==> config.mk <==
export PLATFORM = sky130hd
export DESIGN_NAME = gp_accum_blk_flat
export DESIGN_NICKNAME = d
export VERILOG_FILES = /design/src/rtl/gp_accum_blk_if.sv /design/src/rtl/gp_accum_blk.sv /design/src/flat_wrapper.sv
export SDC_FILE = /design/constraint.sdc
export NUM_CORES = 1
export LEC_CHECK = 0
export CORE_MARGIN = 2
export CORE_UTILIZATION = 52
export CTS_CLUSTER_SIZE = 12
export DETAILED_ROUTE_END_ITERATION = 12
export HOLD_SLACK_MARGIN = 0.06
export PLACE_DENSITY = 0.79
export SLEW_MARGIN = 15
export SYNTH_ARGS = -nofsm -noshare
export SYNTH_HDL_FRONTEND = slang
export SYNTH_SLANG_ARGS = --single-unit
export TNS_END_PERCENT = 5
==> constraint.sdc <==
create_clock -name clk -period 3.1 [get_ports clk]
set_input_delay 0.465 -clock clk [delete_from_list [all_inputs] [get_ports clk]]
set_output_delay 0.465 -clock clk [all_outputs]
set_load 0.01 [all_outputs]
==> src/rtl/gp_accum_blk_if.sv <==
// Sample-in / block-result-out bundle for gp_accum_blk.
// The block takes the slave side; the producer/consumer takes master.
interface gp_accum_blk_if #(
    parameter int DW = 3,
    parameter int AW = 6,
    parameter int CW = 4
);
    logic          i_valid;
    logic          o_ready;
    logic [DW-1:0] i_data1;
    logic [DW-1:0] i_data2;
    logic [1:0]    i_sel;
    logic          i_sub;
    logic          i_sat;
    logic [CW-1:0] i_len;
    logic          i_clear;
    logic [AW-1:0] o_acc;
    logic          o_valid;
    logic          i_ready;
    logic [AW-1:0] o_data;
    logic          o_overflow;

    modport master (
        output i_valid, i_data1, i_data2, i_sel, i_sub, i_sat, i_len, i_clear, i_ready,
        input  o_ready, o_acc, o_valid, o_data, o_overflow
    );

    modport slave (
        input  i_valid, i_data1, i_data2, i_sel, i_sub, i_sat, i_len, i_clear, i_ready,
        output o_ready, o_acc, o_valid, o_data, o_overflow
    );
endinterface

==> src/rtl/gp_accum_blk.sv <==
// Block accumulator: select/add-or-subtract into a running acc, emit the
// block result after a programmable sample count, stall input until taken.
//
// state   | meaning
// --------+-------------------------------------------------------------
// ST_ACC  | accepting samples, accumulating the current block
// ST_HOLD | block result presented on o_data, input stalled until taken
module gp_accum_blk #(
    parameter int DW = 3,
    parameter int AW = 6,
    parameter int CW = 4
) (
    input  logic          clk,
    input  logic          i_rst_n,
    gp_accum_blk_if.slave bus
);

    typedef enum logic {ST_ACC, ST_HOLD} state_t;

    state_t        state_q, state_d;
    logic [AW-1:0] acc_q, acc_d;
    logic [CW-1:0] count_q, count_d;
    logic [CW-1:0] len_q, len_d;
    logic          sticky_q, sticky_d;
    logic [AW-1:0] data_q, data_d;
    logic          ovf_q, ovf_d;
    logic          valid_q, valid_d;

    logic [DW:0]   opnd;
    logic [AW:0]   op_ext;
    logic [AW:0]   acc_ext;
    logic [AW:0]   res;
    logic          res_ovf;
    logic [AW-1:0] acc_new;
    logic [CW-1:0] len_cur;
    logic          last;

    // Datapath: carry/borrow out of the AW+1 bit result is the overflow flag.
    always_comb begin
        opnd = '0;
        case (bus.i_sel)
            2'b00:   opnd = {1'b0, bus.i_data2};
            2'b01:   opnd = {1'b0, bus.i_data1} + {1'b0, bus.i_data2};
            2'b10:   opnd = {1'b0, bus.i_data1};
            default: opnd = '0;
        endcase
        op_ext  = {{(AW-DW){1'b0}}, opnd};
        acc_ext = {1'b0, acc_q};
        res     = bus.i_sub ? (acc_ext - op_ext) : (acc_ext + op_ext);
        res_ovf = res[AW];
        if (res_ovf && bus.i_sat) begin
            acc_new = bus.i_sub ? {AW{1'b0}} : {AW{1'b1}};
        end else begin
            acc_new = res[AW-1:0];
        end
        // Length of 0 wraps to all-ones here, i.e. 2^CW samples.
        len_cur = (count_q == '0) ? bus.i_len : len_q;
        last    = (count_q == (len_cur - CW'(1)));
    end

    always_comb begin
        state_d  = state_q;
        acc_d    = acc_q;
        count_d  = count_q;
        len_d    = len_q;
        sticky_d = sticky_q;
        data_d   = data_q;
        ovf_d    = ovf_q;
        valid_d  = valid_q;
        case (state_q)
            ST_ACC: begin
                if (bus.i_clear) begin
                    acc_d    = '0;
                    count_d  = '0;
                    sticky_d = 1'b0;
                end else if (bus.i_valid) begin
                    if (count_q == '0) begin
                        len_d = bus.i_len;
                    end
                    if (last) begin
                        data_d   = acc_new;
                        ovf_d    = sticky_q | res_ovf;
                        valid_d  = 1'b1;
                        acc_d    = '0;
                        count_d  = '0;
                        sticky_d = 1'b0;
                        state_d  = ST_HOLD;
                    end else begin
                        acc_d    = acc_new;
                        count_d  = count_q + CW'(1);
                        sticky_d = sticky_q | res_ovf;
                    end
                end
            end
            ST_HOLD: begin
                if (valid_q && bus.i_ready) begin
                    valid_d = 1'b0;
                    state_d = ST_ACC;
                end
            end
            default: state_d = ST_ACC;
        endcase
    end

    always_ff @(posedge clk or negedge i_rst_n) begin
        if (!i_rst_n) begin
            state_q  <= ST_ACC;
            acc_q    <= '0;
            count_q  <= '0;
            len_q    <= '0;
            sticky_q <= 1'b0;
            data_q   <= '0;
            ovf_q    <= 1'b0;
            valid_q  <= 1'b0;
        end else begin
            state_q  <= state_d;
            acc_q    <= acc_d;
            count_q  <= count_d;
            len_q    <= len_d;
            sticky_q <= sticky_d;
            data_q   <= data_d;
            ovf_q    <= ovf_d;
            valid_q  <= valid_d;
        end
    end

    assign bus.o_ready    = (state_q == ST_ACC);
    assign bus.o_acc      = acc_q;
    assign bus.o_valid    = valid_q;
    assign bus.o_data     = data_q;
    assign bus.o_overflow = ovf_q;

endmodule

==> src/flat_wrapper.sv <==
// flat-port wrapper written by rule: the top's interface ports become plain ports
module gp_accum_blk_flat 
#(
    parameter int DW = 3,
    parameter int AW = 6,
    parameter int CW = 4
)
  (clk, i_rst_n, bus_i_valid, bus_i_data1, bus_i_data2, bus_i_sel, bus_i_sub, bus_i_sat, bus_i_len, bus_i_clear, bus_i_ready, bus_o_ready, bus_o_acc, bus_o_valid, bus_o_data, bus_o_overflow);
  gp_accum_blk_if #(.DW(DW), .AW(AW), .CW(CW)) bus_i ();
  input  logic clk;
  input  logic i_rst_n;
  input wire logic [$bits(bus_i.i_valid)-1:0] bus_i_valid;
  input wire logic [$bits(bus_i.i_data1)-1:0] bus_i_data1;
  input wire logic [$bits(bus_i.i_data2)-1:0] bus_i_data2;
  input wire logic [$bits(bus_i.i_sel)-1:0] bus_i_sel;
  input wire logic [$bits(bus_i.i_sub)-1:0] bus_i_sub;
  input wire logic [$bits(bus_i.i_sat)-1:0] bus_i_sat;
  input wire logic [$bits(bus_i.i_len)-1:0] bus_i_len;
  input wire logic [$bits(bus_i.i_clear)-1:0] bus_i_clear;
  input wire logic [$bits(bus_i.i_ready)-1:0] bus_i_ready;
  output wire logic [$bits(bus_i.o_ready)-1:0] bus_o_ready;
  output wire logic [$bits(bus_i.o_acc)-1:0] bus_o_acc;
  output wire logic [$bits(bus_i.o_valid)-1:0] bus_o_valid;
  output wire logic [$bits(bus_i.o_data)-1:0] bus_o_data;
  output wire logic [$bits(bus_i.o_overflow)-1:0] bus_o_overflow;
  assign bus_i.i_valid = bus_i_valid;
  assign bus_i.i_data1 = bus_i_data1;
  assign bus_i.i_data2 = bus_i_data2;
  assign bus_i.i_sel = bus_i_sel;
  assign bus_i.i_sub = bus_i_sub;
  assign bus_i.i_sat = bus_i_sat;
  assign bus_i.i_len = bus_i_len;
  assign bus_i.i_clear = bus_i_clear;
  assign bus_i.i_ready = bus_i_ready;
  assign bus_o_ready = bus_i.o_ready;
  assign bus_o_acc = bus_i.o_acc;
  assign bus_o_valid = bus_i.o_valid;
  assign bus_o_data = bus_i.o_data;
  assign bus_o_overflow = bus_i.o_overflow;
  gp_accum_blk #(.DW(DW), .AW(AW), .CW(CW)) u_core (.clk(clk), .i_rst_n(i_rst_n), .bus(bus_i));
endmodule
======== Word level (Yosys, flattened, before mapping) ========
Index checks and enable logic that the tools add are counted.
operators by class
  add/subtract/negate cells ............... 5
  equal/unequal tests ..................... 7
  muxes and demuxes ....................... 24
  bitwise operators ....................... 3
  reduce and logical (&&, ||, !) cells .... 9
operators with widths
  operator             number
  $mux 6               5
  $mux 4               4
  $pmux 4 s3           1
  $mux 1               11
  $reduce_and 4->1     2
  $add 6x4->7          1
  $mux 7               1
  $sub 6x4->7          1
  $ne 2x2->1 const B   3
  $add 3x3->4          1
  $add 4x1->4 const B  1
  $eq 4x4->1           1
  $logic_not 4->1      1
  $pmux 1 s2           2
  $sub 4x1->4 const B  1
  $reduce_and 3->1     1
  $eq 2x1->1 const B   1
  $eq 2x2->1 const B   1
  $logic_and 1x1->1    2
  $logic_not 2->1      1
  $ne 2x1->1 const B   1
  $not 1->1            2
  $reduce_and 2->1     1
  $reduce_bool 2->1    1
  $or 1x1->1           1
word-level totals
  bits in registers ....................... 24
  output and inout bits ................... 15

======== Depth between registers and ports, before layout ========
  depth after elaboration ................. 9
  mapped depth ............................ 15
  gate-level depth less buffers ........... 15

======== Worst setup path after synthesis ========
Ideal clock, no wire load.
  kind .................................... input-to-reg
  start point ............................. input bus_i_data2[0]
  end point ............................... register u_core.data_q[0], in the netlist u_core.bus.o_data[0]
  library setup time ...................... 125 ps
  arrival time ............................ 3307 ps
  path slack .............................. -332 ps
  stages .................................. 13
  cells stage by stage .................... ha_1 -> fa_1 -> a21oi_1 -> ha_1 -> inv_1 -> o31ai_1 -> ha_1 -> o21a_1 -> o31ai_1 -> a21oi_1 -> nor3_1 -> o22ai_1 -> mux2_4
between the ends
  word-level cells in the longest chain between the ends .. 6
RTL lines
  what                                               line                 source
  from (decl)                                        flat_wrapper.sv:14   input wire logic [$bits(bus_i.i_data2)-1:0] bus_i_data2;
  $add 3x3->4                                        gp_accum_blk.sv:43   2'b01: opnd = {1'b0, bus.i_data1} + {1'b0, bus.i_data2};
  $pmux 4 s3 (*)                                     gp_accum_blk.sv:41   case (bus.i_sel)
  $add 6x4->7 / $sub 6x4->7 (equally long branches)  gp_accum_blk.sv:49   res = bus.i_sub ? (acc_ext - op_ext) : (acc_ext + op_ext);
  $mux 7 (*)                                         gp_accum_blk.sv:49
  $logic_and 1x1->1                                  gp_accum_blk.sv:51   if (res_ovf && bus.i_sat) begin
  $mux 6 (*)                                         gp_accum_blk.sv:51
  to (signal assigned)                               gp_accum_blk.sv:121  data_q <= data_d;
  to (decl)                                          gp_accum_blk.sv:25   logic [AW-1:0] data_q, data_d;
Every way passes the cells marked *; elsewhere a longest branch is shown, timed or not.
A chain may end at the register's enable or synchronous reset.

======== Worst setup path after layout ========
  start point ............................. input bus_i_data2[0]
  end point ............................... register u_core.data_q[3], in the netlist u_core.bus.o_data[3]
The elaborated chain is that of the path after synthesis.

==> impl_metrics.yaml <==
worst_setup_path:
  path_cells: "buf_8 -> ha_4 -> fa_2 -> a21oi_4 -> buf_6 -> nor3b_4 -> nor2_1 -> xnor2_1 -> ha_2 -> o21a_1 -> o31ai_4 -> a21oi_4 -> nor3_2 -> buf_4 -> o32ai_4 -> mux2_4"
  path_buf_inv: 3
  crit_path_start: "bus_i_data2[0]"
  end_kind: "register"
  critPathKind: "in -> reg"
  cpLargestDelayFamily: "adder cells"
  reg2reg_from: "u_core.count_q[0]"
  cpMostUsedCell: "a21oi_4"
  cp_slowest_cell: "fa_2"
  worstPathMaxFanout: 5
  critPathMaxStageDelay_ps: 440
  cp.arrival_ps: 3370
  critPathLaunchType: "input pin"
  cp_data_required_time_ps: 3360
logic_synthesis:
  yosys.cell_types.count: 45
  synth_ff_type: "dfrtp_1"
  synth-seq-cells: 24
  async_reset_ff_share_pct: 100.0
  syn_nets: 216
  ys_seq_area_share_pct: 33.15
  synth-edff-count: 0
  synth.avg_cell_area_um2: 9.955
  syn_area_mm2: 0.001812
  ys_warn_count: 0
  netlist_instances: 182
timing:
  slew_violations: 0
  period_minus_slack_ps: 3110
  fin_crit_sh_pct: 100.3
  tns_ps: -20.96
  fin_skew_ps: 4.492
  rsz0062_at_grt: "yes"
  slew-limit-headroom_pct: 71.63
  hold_violations: 0
  setup_viol: 3
  setup_slack_ps: -10.49
  worst_pin_slew_ps: 424.5
  fmax_mhz: 321.5
pwr:
  ir_worst_vdd_v: 0.0005955
  power_density_mw_per_mm2: 921.3
  p_leak_nw: 1.214
global_route:
  antenna_found_initial: 0
  track_usage_pct: 24.51
  gr-total-overflow: 0
  grt_pass1_wl_um: 7845
  grt_max_degree: 25
  grt_pass1_vias: 1729
finish:
  fin_nets: 280
  diodes: 0
  drive_gt1_share_pct: 33.88
  final_cells: 291
  multi_input_area_mm2: 0.001325
  n_fill_cell: 197
  synthToLayoutAreaGrowth_pct: 46.41
  regArea_um2: 600.6
clock_tree:
  h-tree-depth: 1
  cts_buffer_depth: 2
  clock_latency_ps: 310
  cts_root_buf: "clkbuf_4"
  clkSinkCount: 24
  clk_pin_slew_ps: 130
  cts_tree: "done"
  cts_inserted_buffers: 3
job:
  drv_cap: 0
drt:
  routed_wl_um: 4522
  dr.pass1.iters: 4
  vias: 1635
  wl_per_cell_um: 15.54
  viasPerCell: 5.619
  drtAntennaViolNets: 0
  drc: 0
  first_iter_violations: 67
floorplanning:
  die_y_um: 63.03
  die_area_mm2: 0.003972
  die_x_um: 63.03
  coreArea_mm2: 0.003337
  io_pins: 34
  fp-row-count: 21
  start_util_pct: 54.29
place:
  io_buffer_count: 33
  dp_worst_setup_slack_ps: -869.5
  routabilityCongestion: 0.8419
  placed_cells: 284
  dpl.hpwl_um: 3570
status:
  outcome: "finished with violations"
  violations: "negative setup slack"
min_path:
  hold_path.class: "in -> async"
report_power, final:
group	switching (mW)	internal (mW)	leakage (nW)
logic	0.785	0.869	0.871
registers	0.126	0.440	0.315
clock network	0.0928	0.131	0.0279
Yosys cell counts (all sizes together) (2+ instances only):
cell type | number | area, um^2
dfrtp | 24 | 600.6
inv | 16 | 62.56
nor2 | 14 | 68.82
ha | 13 | 162.7
nand2 | 13 | 48.80
o21ai | 12 | 67.57
mux2 | 7 | 97.59
mux2i | 7 | 73.82
xnor2 | 7 | 76.32
a22o | 6 | 52.55
nor3 | 6 | 35.03
a21oi | 5 | 28.78
nor2b | 5 | 31.28
o22ai | 5 | 37.53
o21a | 4 | 30.03
o31ai | 4 | 30.03
xor2 | 4 | 35.03
a211oi | 3 | 22.52
a21o | 3 | 22.52
nand2b | 3 | 18.77
nand3 | 3 | 15.01
nor3b | 3 | 33.78
buf | 2 | 22.52
fa | 2 | 40.04
o32ai | 2 | 17.52
kinds of logic (layout without fill, tap and decap cells):
family | after synthesis | after routing | share of synthesized area (%)
and+or+nand+nor | 52 | 52 | 16.78
xor gates and xnor gates | 11 | 11 | 6.146
muxes | 14 | 14 | 9.461
adders and majority gates | 15 | 15 | 11.19
AOI/OAI and AO/OA | 47 | 47 | 18.37
DFF | 24 | 24 | 33.15
buffers and inverters | 19 | 82 | 4.903
cell usage in the layout, fill, tap and decap left out, types with 4 or more instances in the layout:
cell and n:
a22o_1 6, buf_4 28, clkdlybuf4s50_1 25, dfrtp_1 24, ha_1 9, inv_1 15
mux2_4 5, mux2i_1 6, nand2_1 13, nor2_1 11, nor3_1 4, o21a_1 4
o21ai_0 7, o22ai_2 5
area by class of cell:
type | instances | area share, %
clock inverter | 1 | 1.132
clock buffer | 3 | 0.8491
sequential | 24 | 22.64
inverter | 16 | 2.358
timing repair buffer | 62 | 20.90
tap | 46 | 2.170
multi-input combinational | 139 | 49.95
per-stage QoR:
step                      utilization (%)  total power, mW  area (um^2)  hold WS (ps)
after global placement              73.57            2.013         2455         490.0
final                               79.49            2.444         2653         482.5
after CTS                           76.72            2.392         2560         490.6
after floorplan                         -            1.530         1898         169.4
after global routing                79.49            2.618         2653         492.0
after detailed placement            73.57            2.082         2455         498.3
sequential cells by signal (all words and copies together) (netlist names):
register and count:
u_core.len_q 4, u_core.count_q 4, u_core.bus.o_data 6, u_core.bus.o_valid 1, u_core.sticky_q 1, u_core.bus.o_acc 6, u_core.state_q 1, u_core.bus.o_overflow 1
what timing repair did:
| action | 4_1_cts | 5_1_grt |
|---|---|---|
| buffers inserted | 3 | 0 |
| setup endpoints to repair | 14 | 14 |
| pin swaps | 10 | 7 |
| resized for setup | 18 | 26 |
| gates cloned | 0 | 0 |
| hold buffers | 0 | 0 |
path summary, 6_finish.rpt:
check / to / slack, ps / depth (start not counted)
min: u_core.bus.o_data[0] / 480 / 2
max in group asynchronous: u_core.count_q[2] / 2380 / 2
min reg2reg: u_core.bus.o_overflow / 530 / 2
max: u_core.bus.o_data[3] / -10 / 16
max reg2reg: u_core.bus.o_data[3] / 260 / 9
min in group clk: u_core.bus.o_overflow / 530 / 2
layer usage:
layer	GRT usage, %	part of all wire (%)	vias to the layer above
li1	-	-	782
met1	30.85	45	816
met2	42.69	52	35
met3	3.423	2.9	2
met4	8.611	0.42	0
met5	0	0	-
Power figures use the tool's default switching activity.
